$ cat src/rtl/addsub_serial.sv
// Chunk-serial adder/subtractor.
// Operands are captured on start and combined CHUNK bits per clock, LSB
// chunk first, through a single CHUNK-bit adder with a carry flop between
// chunks. Flags (carry, overflow, zero) are published when the last chunk
// lands, and all results hold until the next accepted start.
module addsub_serial #(
  parameter int WIDTH = 16,
  parameter int CHUNK = 4
) (
  input  logic             clk,
  input  logic             rst_n,
  input  logic             start,
  input  logic             mode,
  input  logic [WIDTH-1:0] a,
  input  logic [WIDTH-1:0] b,
  input  logic             cin,
  output logic             busy,
  output logic             done,
  output logic [WIDTH-1:0] sum,
  output logic             carry,
  output logic             overflow,
  output logic             zero
);

  localparam int N  = WIDTH / CHUNK;
  // Keep the chunk index at least one bit wide so N == 1 still elaborates.
  localparam int KW = (N > 1) ? $clog2(N) : 1;

  typedef enum logic [1:0] {
    S_IDLE,
    S_RUN,
    S_DONE
  } state_t;

  state_t             state_q, state_d;
  logic [WIDTH-1:0]   a_q, a_d;
  logic [WIDTH-1:0]   b_q, b_d;        // effective operand: b or ~b
  logic [KW-1:0]      k_q, k_d;        // index of the chunk processed next
  logic               cr_q, cr_d;      // carry between chunks
  logic [WIDTH-1:0]   sum_q, sum_d;
  logic               carry_q, carry_d;
  logic               ovf_q, ovf_d;
  logic               zero_q, zero_d;

  logic [CHUNK-1:0]   a_chunk;
  logic [CHUNK-1:0]   b_chunk;
  logic [CHUNK:0]     chunk_res;
  logic               last_chunk;

  // Chunk datapath: select chunk k of both operands and add with the running carry.
  always_comb begin
    a_chunk    = a_q[int'(k_q) * CHUNK +: CHUNK];
    b_chunk    = b_q[int'(k_q) * CHUNK +: CHUNK];
    chunk_res  = {1'b0, a_chunk} + {1'b0, b_chunk} + {{CHUNK{1'b0}}, cr_q};
    last_chunk = (k_q == KW'(N - 1));
  end

  // Next-state and datapath update: capture in IDLE, one chunk per RUN cycle,
  // flags published together with the final chunk.
  always_comb begin
    state_d = state_q;
    a_d     = a_q;
    b_d     = b_q;
    k_d     = k_q;
    cr_d    = cr_q;
    sum_d   = sum_q;
    carry_d = carry_q;
    ovf_d   = ovf_q;
    zero_d  = zero_q;
    case (state_q)
      S_IDLE: begin
        if (start) begin
          a_d     = a;
          // Subtract is a + ~b + 1, so the carry-in is forced to 1 and cin is ignored.
          b_d     = mode ? ~b : b;
          cr_d    = mode ? 1'b1 : cin;
          k_d     = '0;
          sum_d   = '0;
          carry_d = 1'b0;
          ovf_d   = 1'b0;
          zero_d  = 1'b0;
          state_d = S_RUN;
        end
      end
      S_RUN: begin
        sum_d[int'(k_q) * CHUNK +: CHUNK] = chunk_res[CHUNK-1:0];
        cr_d = chunk_res[CHUNK];
        if (last_chunk) begin
          k_d     = '0;
          carry_d = chunk_res[CHUNK];
          // The top bit of the final chunk is the sum MSB.
          ovf_d   = (a_q[WIDTH-1] == b_q[WIDTH-1]) &&
                    (chunk_res[CHUNK-1] != a_q[WIDTH-1]);
          zero_d  = (sum_d == '0);
          state_d = S_DONE;
        end else begin
          k_d = k_q + KW'(1);
        end
      end
      S_DONE: begin
        state_d = S_IDLE;
      end
      default: begin
        state_d = S_IDLE;
      end
    endcase
  end

  // State register with synchronous active-low reset that overrides everything.
  always_ff @(posedge clk) begin
    if (!rst_n) begin
      state_q <= S_IDLE;
      a_q     <= '0;
      b_q     <= '0;
      k_q     <= '0;
      cr_q    <= 1'b0;
      sum_q   <= '0;
      carry_q <= 1'b0;
      ovf_q   <= 1'b0;
      zero_q  <= 1'b0;
    end else begin
      state_q <= state_d;
      a_q     <= a_d;
      b_q     <= b_d;
      k_q     <= k_d;
      cr_q    <= cr_d;
      sum_q   <= sum_d;
      carry_q <= carry_d;
      ovf_q   <= ovf_d;
      zero_q  <= zero_d;
    end
  end

  assign busy     = (state_q == S_RUN);
  assign done     = (state_q == S_DONE);
  assign sum      = sum_q;
  assign carry    = carry_q;
  assign overflow = ovf_q;
  assign zero     = zero_q;

endmodule

$ cat config.mk
export PLATFORM = sky130hd
export DESIGN_NAME = addsub_serial
export DESIGN_NICKNAME = d
export VERILOG_FILES = /design/src/rtl/addsub_serial.sv
export SDC_FILE = /design/constraint.sdc
export NUM_CORES = 1
export LEC_CHECK = 0
export CAP_MARGIN = 20
export CORE_MARGIN = 4
export CORE_UTILIZATION = 52
export CTS_CLUSTER_DIAMETER = 200
export DETAILED_ROUTE_END_ITERATION = 8
export GPL_TIMING_DRIVEN = 0
export PLACE_DENSITY = 0.86
export SLEW_MARGIN = 10
export SYNTH_ARGS = -nofsm -noshare
export SYNTH_HDL_FRONTEND = slang
export SYNTH_SLANG_ARGS = --single-unit
$ cat constraint.sdc
create_clock -name clk -period 4.5 [get_ports clk]
set_input_delay 1.125 -clock clk [delete_from_list [all_inputs] [get_ports clk]]
set_output_delay 1.125 -clock clk [all_outputs]
set_load 0.02 [all_outputs]
### Word-level counts from Yosys, hierarchy flattened

Index checks and enable logic that the tools add are counted.

* register bits: 56
* bits of input ports: 37
* output and inout port bits: 21
* logic and storage cells: 53

* shift operators: 4
* muxes and demuxes: 20
* bitwise gates (word level): 1
* add/sub/neg operators: 4
* reduce and logical (&&, ||, !) cells: 8
* equality and inequality tests: 7

Operators with widths (number)
* negator 4 -> 33 bit: 1
* variable shift 4 x 33 -> 16 bit (first input constant): 1
* variable part select 4 x 33 -> 16 bit: 1
* two-way mux 16 bit: 2
* one-hot mux 16 bit (2 select lines): 1
* variable part select 16 x 5 -> 4 bit: 2
* bitwise mux 16 bit: 1
* logical NOT 16 bit: 1
* inverter 16 bit: 1
* two-way mux 2 bit: 4
* one-hot mux 1 bit (2 select lines): 4
* one-hot mux 2 bit (2 select lines): 2
* two-way mux 1 bit: 6
* AND reduction 2 bit: 3
* adder 4 x 4 -> 5 bit: 1
* adder 5 x 1 -> 5 bit: 1
* == test 2 bit (second input constant): 2
* AND reduction 3 bit: 1
* adder 2 x 1 -> 2 bit (second input constant): 1
* == test 2 x 1 -> 1 bit (second input constant): 1
* logical NOT 2 bit: 1
* inequality test 2 x 1 -> 1 bit (second input constant): 1
* inequality test 2 bit (second input constant): 1
* nonzero test 2 bit: 1
* 3 further kinds: 3

### Logic depth before layout (Yosys ltp)

* depth in word-level cells: 8
* depth in mapped cells: 11
* mapped depth without buffers: 9

### Worst setup path before layout

No wires, ideal clock.

* path type: register -> register
* start point: register k_q[0]
* end point: register zero_q, in the netlist zero
* path buffers: 2
* period minus slack after synthesis: 3.099 ns
* stages on the path, launching flop included: 12
* setup time: 0.117 ns
* slack: 1.401 ns
* data required time: 4.383 ns
* arrival: 2.981 ns
* cells stage by stage: dfxtp_1 -> buf_2 -> buf_2 -> mux4_2 -> fa_1 -> inv_1 -> fa_1 -> nor4bb_1 -> mux2i_1 -> o221ai_1 -> nor4b_2 -> a32o_1

* word-level cells in the longest chain between the ends: 8
* elaborated cells on any way between the ends: 14
* classes of those cells: add/sub: 3; eq/ne: 2; shift: 4; mux: 3; reduce/logical: 2

Ends and longest elaborated chain
* from (decl): line 38 `logic [KW-1:0] k_q, k_d;`
* from (signal assigned): line 125 `k_q <= k_d;`
* variable part select 16 x 5 -> 4 bit, on equally long branches: line 52, 53
* adder 4 x 4 -> 5 bit: line 54 `chunk_res = {1'b0, a_chunk} + {1'b0, b_chunk} + {{CHUNK{1'b0}}, cr_q};`
* adder 5 x 1 -> 5 bit: line 54
* variable part select 4 x 33 -> 16 bit: line 86 `sum_d[int'(k_q) * CHUNK +: CHUNK] = chunk_res[CHUNK-1:0];`
* bitwise mux 16 bit: line 86
* logical NOT 16 bit: line 94 `zero_d = (sum_d == '0);`
* two-way mux 1 bit: line 88 `if (last_chunk) begin`
* one-hot mux 1 bit (2 select lines): line 70 `case (state_q)`
* to (signal assigned): line 130 `zero_q <= zero_d;`
* to (decl): line 43 `logic zero_q, zero_d;`

Several ways; a longest one is shown, not always the timed one. The select of a mux whose other input is x is not followed.
A chain may end at the register's enable or synchronous reset.

### Worst setup path after layout

Same ends and word-level chain as after synthesis.

==> summary.txt <==
STA
  – Crit share post-route: 0.787
  – Setup Skew: between 0.009 and 0.01 ns
  – Final hold violation count: 0
  – Worst-Margin Slew: roughly 0.7 ns
  – WHS: approximately 0.45 ns
  – RSZ-0062 raised after global routing: no
  – Max Slew Vio Count: 0
  – Setup TNS Final: 0 ns
  – Max_slew headroom: 0.525
  – Final setup violation count: 0
  – Final WS setup: approximately 0.96 ns
  – Maximum clock rate: roughly 0.28 GHz
  – Min Tclk post-route: roughly 3.5 ns

Worst setup path
  – CP max FO: 10
  – Worst Path Required: about 4.7 ns
  – Critical path launch point type: flop
  – R2R Path End: zero
  – WS Path Type: reg2reg
  – CP endpoint kind: flop
  – Reg-to-reg slack, setup: 0.96 ns
  – WP data arrival: around 3.7 ns
  – Reg2Reg Depth: 11
  – Critical register-to-register path startpoint: k_q[0]

GRT
  – GR Layer Usage met3: 0.0288
  – Met2 Usage GRT: 0.345
  – Largest net degree at the start of global routing: 16
  – Global routing usage on met1: 0.253
  – Gr busiest metal: met2
  – Total Routing Usage GR: 0.195
  – Initial antenna violation count: 0
  – GR Overflow Total: 0
  – Global-route wire length before repair: approximately 11,000 microns
  – Number of global-route vias before repair: around 2.4k

Final layout
  – Register area: ~1100 sq um
  – Post-Route Utilization: 0.667
  – # diodes: 0
  – Final net count: about 420
  – Fillers: roughly 450
  – Area Overhead vs Synth: 24.7%
  – Share of layout cells above drive strength 1: 0.104
  – Multi-input gate area: ~1700 sq um

Power
  – Final Power: approximately 1000 uW
  – PwrDens: ~280 nW/um^2
  – Logic pwr share: 0.237
  – Sw frac: 0.285
  – Clk network pwr share: 0.249
  – Internal: around 750 uW
  – Register share of total power: 0.514
  – P_sw: between 200 and 300 uW
  – Maximum VDD drop: between 0.00015 and 0.0002 V
  – Leakage power: between 0.0015 and 0.002 uW

Logic synthesis
  – Synth Register Bits: 56
  – Syn Std Cell Area: slightly below 3000 sq um
  – Synthesized instance count: slightly above 300
  – FFs w/ async S/R, synth: 0
  – Synth top area share: 0.381
  – Post-synth EDFFs: 0
  – Synth Flop Type: dfxtp_1
  – Syn avg cell area: approximately 9.5 sq um
  – Post-synth net total: ~360
  – Post-synthesis sequential area ratio: 0.381
  – Count leader, synth: nand2_1
  – Area leader, netlist: dfxtp_1
  – Dominant cells by area after synthesis: dfxtp_1 (38%), nand2_1 (7.4%), mux4_2 (6.1%)
  – Distinct cell type count after synthesis: a little under 50
  – Top cells by count, synth: nand2_1 (58), dfxtp_1 (56), nor2b_1 (18)
  – Yosys warnings: 0

Placed design
  – Dpl hpwl: between 5000 and 6000 microns
  – Port bufs: 56
  – Gp weighted congestion: 0.914
  – Worst slack at placement: ~1 ns

Die
  – Die extent in x: around 83 microns
  – Initial Util: 0.535
  – Die ar.: ~7000 sq um
  – Ports: 58
  – Num rows: 27
  – Core area: around 5500 sq um
  – Die height: roughly 83 microns

Clock tree
  – Longest Clk Path Bufs: 2
  – Hold-fix buffer count after cts: 0
  – H-tree depth: 2
  – CTS sink cnt: between 50 and 60
  – Worst-skew pair later-pin latency: 0.30 ns
  – CTS resizes: 0
  – CTS buffer count: 5
  – Post-CTS setup buffers: 0
  – Worst-path clk slew: about 0.10 ns
  – CTS tree: done
  – Root buffer cell: clkbuf_8

Min path
  – Hold endpoint: a_q[9]
  – Hold Path Depth: 2
  – HP Class: reg2reg
  – Hold Startpoint: a_q[9]

Drt
  – Drt initial violations: ~170
  – Vias/cell: 5.52
  – Post-detailed-route wirelength per cell: ~15 microns
  – TritonRoute pass-1 iters: 4
  – Residual DRC count: 0
  – Post-route ant nets: 0
  – Total number of vias: around 2.5k
  – Drt total wl: ~6900 microns

Flow run
  – Max-cap viol count: 0

Run status
  – Outcome: complete, no violations
==> stage by stage <==
| step | std cells | cell area (sq um) |
|---|---|---|
| after floorplan | 311 | 2940 |
| after global placement | 439 | 3590 |
| after detailed placement | 439 | 3590 |
| after CTS | 446 | 3670 |
| after global routing | 446 | 3670 |
| final | 446 | 3670 |
==> how the worst max path moves through the flow <==
stage           start   end  slack, ns  cells after the start
6_report       k_q[0]  zero       0.96                     11
3_5_place_dp   k_q[0]  zero       1.00                     11
4_1_cts        k_q[0]  zero       0.97                     11
2_1_floorplan  k_q[0]  zero       1.40                     11
3_3_place_gp   k_q[0]  zero       1.09                     11
5_1_grt        k_q[0]  zero       0.70                     11
==> power groups by stage <==
stage	Sequential, uW	Combinational, uW	Clock, uW
finish	536	247	260
global route	539	268	277
CTS	536	246	260
detailed placement	548	245	0
global placement	546	237	0
floorplan	546	160	0
==> metal layers <==
| metal | up-vias | wire length [microns] |
|---|---|---|
| li1 | 1216 | - |
| met1 | 1168 | 3040 |
| met2 | 73 | 3430 |
| met3 | 7 | 382 |
| met4 | 0 | 56 |
| met5 | - | 0 |
==> cell type report <==
class	instances	area share
multi-input cells	223	0.458
repair buffers	56	0.153
well taps	72	0.0245
clock inverters	1	0.00136
clock buffers	6	0.0198
inverters	9	0.00920
flip-flops and latches	56	0.305
plain buffers	23	0.0296
==> layout by cell type, fill, tap and decap left out, drive strengths merged, types with 2 or more instances in the layout <==
cell type,Yosys,routed
nand2,58,58
dfxtp,56,56
clkdlybuf4s50,0,56
nor2b,18,18
a21boi,17,17
xnor2,17,17
o211a,16,16
clkbuf,10,16
buf,13,13
ha,9,9
inv,9,9
mux4,8,8
o21ai,8,8
a22oi,7,7
a32oi,7,7
nor2,6,6
a21o,5,5
a21oi,5,5
mux2i,4,4
and2,4,4
nand2b,4,4
nor3,4,4
nor4b,3,3
a32o,2,2
and4b,2,2
fa,2,2
or2,2,2
and4bb,2,2
==> flip-flops by register name (all words and copies together), names as in the netlist <==
register	count
carry	1
a_q	16
state_q	2
zero	1
b_q	16
overflow	1
cr_q	1
sum	16
k_q	2
==> cells by family (layout without fill, tap and decap cells) <==
family | after synthesis | after routing | share of synthesized area
AND/OR/NAND/NOR | 109 | 109 | 0.197
buffers and inverters | 32 | 95 | 0.0484
adder cells (fa/ha/maj) | 11 | 11 | 0.0518
XOR/XNOR | 18 | 18 | 0.0535
multiplexers | 12 | 12 | 0.0748
flip-flops | 56 | 56 | 0.381
AO/OA/AOI/OAI | 73 | 73 | 0.194
==> critical path, cell delays in order (launching register included) <==
cell	delay, ns
dfxtp_1	0.39
buf_2	0.21
buf_2	0.33
mux4_2	0.57
fa_1	0.44
inv_1	0.09
fa_1	0.50
nor4b_1	0.34
mux2i_1	0.16
nand3_1	0.11
a21oi_1	0.05
a32o_1	0.24
No activity file was read; power rests on OpenSTA's default activity.
